===== src/rtl/pipe_stage_reg.sv =====
// pipe_stage_reg
// Generic inter-stage pipeline register with a valid/ready handshake.
// Control bits are forced to zero on bubbles so a bubble can never assert a
// write enable downstream; data bits pass through unmasked.
// SKID != 0 builds a two-entry skid buffer so ready_o depends only on flops.
// SKID == 0 builds a single register whose ready_o is combinational.
// A saturating counter reports how many cycles valid_o was low (CPI studies).
//
// Ports
//   clk_i         clock, rising edge
//   rst_n_i       asynchronous active-low reset
//   flush_i       kill held entries and the incoming entry
//   valid_i       upstream entry valid
//   ready_o       this stage can accept an entry
//   ctrl_i        upstream control bits  [CTRL_W-1:0]
//   data_i        upstream data bits     [DATA_W-1:0]
//   valid_o       downstream entry valid
//   ready_i       downstream accepts (0 = hazard stall)
//   ctrl_o        control out, zero whenever valid_o is low
//   data_o        data out, don't-care whenever valid_o is low
//   cnt_clr_i     synchronous clear of the bubble counter
//   bubble_cnt_o  saturating count of cycles with valid_o low
module pipe_stage_reg #(
   parameter int CTRL_W = 8,
   parameter int DATA_W = 128,
   parameter int SKID   = 1,
   parameter int CNT_W  = 16
) (
   input  logic              clk_i,
   input  logic              rst_n_i,
   input  logic              flush_i,
   input  logic              valid_i,
   output logic              ready_o,
   input  logic [CTRL_W-1:0] ctrl_i,
   input  logic [DATA_W-1:0] data_i,
   output logic              valid_o,
   input  logic              ready_i,
   output logic [CTRL_W-1:0] ctrl_o,
   output logic [DATA_W-1:0] data_o,
   input  logic              cnt_clr_i,
   output logic [CNT_W-1:0]  bubble_cnt_o
);

   logic              in_fire;
   logic              out_fire;
   logic [CTRL_W-1:0] ctrl_main;
   logic [CNT_W-1:0]  bubble_cnt_q;
   logic [CNT_W-1:0]  bubble_cnt_d;

   assign in_fire  = valid_i & ready_o;
   assign out_fire = valid_o & ready_i;

   // The held control word is only meaningful with valid_o; a bubble shows zeros.
   assign ctrl_o = valid_o ? ctrl_main : '0;

   generate
      if (SKID != 0) begin : g_skid
         typedef enum logic [1:0] {
            EMPTY = 2'd0,
            ONE   = 2'd1,
            FULL  = 2'd2
         } state_t;

         state_t            state_q, state_d;
         logic [CTRL_W-1:0] main_ctrl_q, main_ctrl_d;
         logic [DATA_W-1:0] main_data_q, main_data_d;
         logic [CTRL_W-1:0] skid_ctrl_q, skid_ctrl_d;
         logic [DATA_W-1:0] skid_data_q, skid_data_d;

         always_ff @(posedge clk_i or negedge rst_n_i) begin
            if (!rst_n_i) begin
               state_q     <= EMPTY;
               main_ctrl_q <= '0;
               main_data_q <= '0;
               skid_ctrl_q <= '0;
               skid_data_q <= '0;
            end else begin
               state_q     <= state_d;
               main_ctrl_q <= main_ctrl_d;
               main_data_q <= main_data_d;
               skid_ctrl_q <= skid_ctrl_d;
               skid_data_q <= skid_data_d;
            end
         end

         // The main register always feeds the outputs; the skid register only
         // catches the entry accepted in the same cycle the downstream stalls.
         always_comb begin
            state_d     = state_q;
            main_ctrl_d = main_ctrl_q;
            main_data_d = main_data_q;
            skid_ctrl_d = skid_ctrl_q;
            skid_data_d = skid_data_q;
            case (state_q)
               EMPTY: begin
                  if (in_fire) begin
                     state_d     = ONE;
                     main_ctrl_d = ctrl_i;
                     main_data_d = data_i;
                  end
               end
               ONE: begin
                  if (in_fire && out_fire) begin
                     main_ctrl_d = ctrl_i;
                     main_data_d = data_i;
                  end else if (in_fire) begin
                     state_d     = FULL;
                     skid_ctrl_d = ctrl_i;
                     skid_data_d = data_i;
                  end else if (out_fire) begin
                     state_d = EMPTY;
                  end
               end
               FULL: begin
                  if (out_fire) begin
                     state_d     = ONE;
                     main_ctrl_d = skid_ctrl_q;
                     main_data_d = skid_data_q;
                  end
               end
               default: state_d = EMPTY;
            endcase
            // Flush overrides everything: control is scrubbed, data is simply held.
            if (flush_i) begin
               state_d     = EMPTY;
               main_ctrl_d = '0;
               skid_ctrl_d = '0;
               main_data_d = main_data_q;
               skid_data_d = skid_data_q;
            end
         end

         assign valid_o   = (state_q != EMPTY);
         assign ready_o   = (state_q != FULL);
         assign ctrl_main = main_ctrl_q;
         assign data_o    = main_data_q;
      end else begin : g_single
         logic              valid_q, valid_d;
         logic [CTRL_W-1:0] main_ctrl_q, main_ctrl_d;
         logic [DATA_W-1:0] main_data_q, main_data_d;

         always_ff @(posedge clk_i or negedge rst_n_i) begin
            if (!rst_n_i) begin
               valid_q     <= 1'b0;
               main_ctrl_q <= '0;
               main_data_q <= '0;
            end else begin
               valid_q     <= valid_d;
               main_ctrl_q <= main_ctrl_d;
               main_data_q <= main_data_d;
            end
         end

         // Single entry: accept whenever the held entry leaves this cycle or none is held.
         always_comb begin
            valid_d     = valid_q;
            main_ctrl_d = main_ctrl_q;
            main_data_d = main_data_q;
            if (in_fire) begin
               valid_d     = 1'b1;
               main_ctrl_d = ctrl_i;
               main_data_d = data_i;
            end else if (out_fire) begin
               valid_d = 1'b0;
            end
            if (flush_i) begin
               valid_d     = 1'b0;
               main_ctrl_d = '0;
               main_data_d = main_data_q;
            end
         end

         assign valid_o   = valid_q;
         assign ready_o   = ready_i | ~valid_q;
         assign ctrl_main = main_ctrl_q;
         assign data_o    = main_data_q;
      end
   endgenerate

   always_ff @(posedge clk_i or negedge rst_n_i) begin
      if (!rst_n_i) begin
         bubble_cnt_q <= '0;
      end else begin
         bubble_cnt_q <= bubble_cnt_d;
      end
   end

   // Clear beats increment; the count sticks at all-ones instead of wrapping.
   always_comb begin
      bubble_cnt_d = bubble_cnt_q;
      if (cnt_clr_i) begin
         bubble_cnt_d = '0;
      end else if (!valid_o && (bubble_cnt_q != {CNT_W{1'b1}})) begin
         bubble_cnt_d = bubble_cnt_q + CNT_W'(1);
      end
   end

   assign bubble_cnt_o = bubble_cnt_q;

endmodule


===== config.mk =====
export PLATFORM = sky130hd
export DESIGN_NAME = pipe_stage_reg
export DESIGN_NICKNAME = d
export VERILOG_FILES = /design/src/rtl/pipe_stage_reg.sv
export SDC_FILE = /design/constraint.sdc
export NUM_CORES = 1
export LEC_CHECK = 0
export CORE_MARGIN = 1.5
export CORE_UTILIZATION = 35
export CTS_CLUSTER_DIAMETER = 150
export CTS_CLUSTER_SIZE = 12
export DETAILED_ROUTE_END_ITERATION = 8
export DONT_BUFFER_PORTS = 1
export PLACE_DENSITY_LB_ADDON = 0.2
export SETUP_SLACK_MARGIN = 0.4
export SYNTH_ARGS = -nofsm -noshare
export SYNTH_HDL_FRONTEND = slang
export SYNTH_SLANG_ARGS = --single-unit
export TNS_END_PERCENT = 5

===== constraint.sdc =====
create_clock -name clk_i -period 2 [get_ports clk_i]
set_input_delay 0.1 -clock clk_i [delete_from_list [all_inputs] [get_ports clk_i]]
set_output_delay 0.1 -clock clk_i [all_outputs]
set_load 0.01 [all_outputs]

==> flow_metrics.env <==
export IMPL_status="complete, but fails checks"
export IMPL_violations="design-rule violations, negative hold slack"
export IMPL_cp_slowest_cell="dfrtp_2"
export IMPL_hpwlAfterDp_mm=19.04
export IMPL_cts_tree="done"
export IMPL_n_fill_cell=3209
export IMPL_layout_drive_gt1_share_pct=47.28
export IMPL_worst_ep_arrival_time_ns=2.30
export IMPL_grt_max_degree=291
export IMPL_endpoint_kind="flip-flop"
export IMPL_layout_nets=1188
export IMPL_finalCritPeriodShare_pct=94.01
export IMPL_gp_congestion=0.7507
export IMPL_utilization_pct=45.19
export IMPL_drt_iter0_drc=253
export IMPL_dr_total_vias=7563
export IMPL_seqCellArea_um2=7262
export IMPL_worstReg2RegStart="g_skid.state_q[1]"
export IMPL_yosysSeqAreaShare_pct=57.10
export IMPL_critical_path_peak_fanout=33
export IMPL_core_area_um2=35660
export IMPL_fin_skew_ns=0.01749
export IMPL_start_kind="flip-flop"
export IMPL_report_final_slew_viol_count=0
export IMPL_grt_overflow=0
export IMPL_r2r_slack_ns=0.12
export IMPL_die_area_um2=37460
export IMPL_syn_cell_area_um2=12710
export IMPL_hold_viol=324
export IMPL_cp_slowest_stage_delay_ns=0.44
export IMPL_drtPass1Iterations=8
export IMPL_fin_cells=1508
export IMPL_die_h_um=193.6
export IMPL_reg2reg_depth=7
export IMPL_multi_input_area_um2=5354
export IMPL_mostFrequentLayoutCells="mux2_2, dfrtp_1, dlygate4sd3_1, buf_4, clkbuf_16"
export IMPL_cts_sinks=290
export IMPL_synth_distinct_cells=35
export IMPL_fp_row_count=69
export IMPL_initial_core_util_pct=35.64
export IMPL_maxCapViolCount=0
export IMPL_hp_class="in -> async"
export IMPL_grt_pass1_wl_mm=47.30
export IMPL_grt_setup_unrepaired="true"
export IMPL_wl_per_cell_um=19.47
export IMPL_ys_ff_latch=290
export IMPL_root_buffer="clkbuf_16"
export IMPL_tightest_slew_ns=0.4355
export IMPL_clock_latency_ns=0.55
export IMPL_dp_cells=1327
export IMPL_clk_path_buf_depth=3
export IMPL_grt_pass1_vias=8079
export IMPL_setup_viol=0
export IMPL_hold_slack_ns=-0.7607
export IMPL_ys_warnings_count=0
export IMPL_antenna_found_initial=0
export IMPL_mostFrequentLayoutCell="mux2_2"
export IMPL_grt_usage_pct=15.69
export IMPL_numCtsBuffers=28
export IMPL_worstPathCellList="mux2i_1 > nor2_1 > a21o_1 > nor2b_4 > buf_4 > buf_12 > mux2_2"
export IMPL_totalWireLength_mm=29.36
export IMPL_syn_nets=1013
export IMPL_avgSynthCellArea_um2=14.61
export IMPL_vias_per_cell=5.015
export IMPL_relSlewSlack_pct=70.96
export IMPL_r2r_end="data_o[109]"
export IMPL_fmax_ghz=0.5319
export IMPL_drc_errors=19
export IMPL_ant_nets=0
export IMPL_clk_pin_slew_ns=0.06
export IMPL_path_class="reg -> reg"
export IMPL_required_ns=2.42
export IMPL_areaGrowthSynthToFinish_pct=26.79
export IMPL_min_period_ns=1.880
export IMPL_p_total_mw=15.07
export IMPL_setup_tns_final_ns=0
export IMPL_synth_cells=870
export IMPL_p_per_area_nw_per_um2=935.5
export IMPL_die_w_um=193.6
export IMPL_cts_max_level=1
export IMPL_irDropWorstVdd_mv=0.7116
export IMPL_p_leak_nw=6.603
export IMPL_portBuffers=0
export IMPL_diodes=0
export IMPL_io_pins=296
==> repair_timing <==
item | in CTS | in global routing
setup buffers | 6 | 2
pin swaps | 1 | 8
resized for setup | 3 | 19
hold endpoints to repair | 580 | 324
hold buffers | 138 | 1
gates cloned | 2 | 0
setup endpoints to repair | 278 | 289
==> routing by layer <==
layer,share of wire [%],track usage (%),vias to the layer above
li1,-,-,3453
met1,42,20.19,3882
met2,48,25.48,187
met3,7.5,4.480,41
met4,2.3,5.016,0
met5,0,0,-
==> critical path, delay by kind of cell, from the launching register on <==
kind,cells,cell delay [ns]
muxes,2,0.48
DFF,1,0.44
buffers and inverters,2,0.33
and+or+nand+nor,2,0.31
AOI/OAI and AO/OA,1,0.14
==> sequential cells by signal, indices dropped and copies added, names as in the netlist <==
name                cells
g_skid.state_q          2
bubble_cnt_o           16
g_skid.skid_data_q    128
data_o                128
ctrl_main               8
g_skid.skid_ctrl_q      8
==> through the flow <==
stage / setup WS [ns] / instance area, um2
floorplan: 0.2286 / 12820
global placement: 0.1076 / 13740
detailed placement: 0.09249 / 13740
CTS: 0.08423 / 15990
global route: 0.002833 / 16110
finish: 0.1199 / 16110
==> logic make-up (layout without fill, tap and decap cells) <==
group	after synthesis	in the layout	synth area share (%)
buf+inv	54	231	1.959
fa+ha+maj	1	1	0.09844
compound gates	33	33	1.753
flops	290	290	57.10
xor+xnor	11	11	0.7582
mux	394	394	34.81
simple gates	87	87	3.515
==> layout make-up <==
class | count | share of cell area [%]
Multi-Input combinational cell | 526 | 33.23
Clock buffer | 31 | 4.550
Inverter | 4 | 0.1087
Tap cell | 461 | 3.580
Sequential cell | 290 | 45.07
Timing Repair Buffer | 195 | 13.39
Clock inverter | 1 | 0.06989
==> worst max path at each step <==
stage	start	end	cells past startpoint
after global routing	g_skid.state_q[1]	bubble_cnt_o[10]	7
after CTS	g_skid.state_q[1]	data_o[23]	7
after detailed placement	g_skid.state_q[1]	data_o[58]	7
after floorplan	bubble_cnt_o[1]	bubble_cnt_o[8]	5
final	g_skid.state_q[1]	data_o[109]	7
after global placement	g_skid.state_q[1]	data_o[55]	7
==> report_power, final <==
| part | internal [mW] | switching (mW) | total [mW] |
|---|---|---|---|
| logic | 1.49 | 0.644 | 2.14 |
| registers | 7.16 | 1.05 | 8.21 |
| clock network | 2.56 | 2.17 | 4.72 |
| total | 11.2 | 3.86 | 15.1 |
==> synth_stat cells, drive strengths merged <==
library cell	number	area, um2
nor3b	2	15.01
and3b	1	8.760
nor2	21	86.33
a211oi	1	7.510
and4	3	26.28
nand3b	1	7.510
a21o	1	7.510
or4	3	26.27
o21ai	5	25.02
nand2	24	90.09
mux2i	10	100.1
xnor2	9	78.83
a21oi	17	85.08
or3	3	18.77
o2bb2ai	8	70.07
nand4	3	18.77
ha	1	12.51
mux2	384	4324
a2111oi	1	27.53
nor3	6	30.03
nor2b	4	25.02
nor4	1	6.260
and2	9	56.30
inv	4	15.01
nand3	5	25.02
dfrtp	290	7257
xor2	2	17.52
nand2b	1	6.260
clkbuf	7	26.28
buf	43	207.7
(Power assumes the default switching activity.)
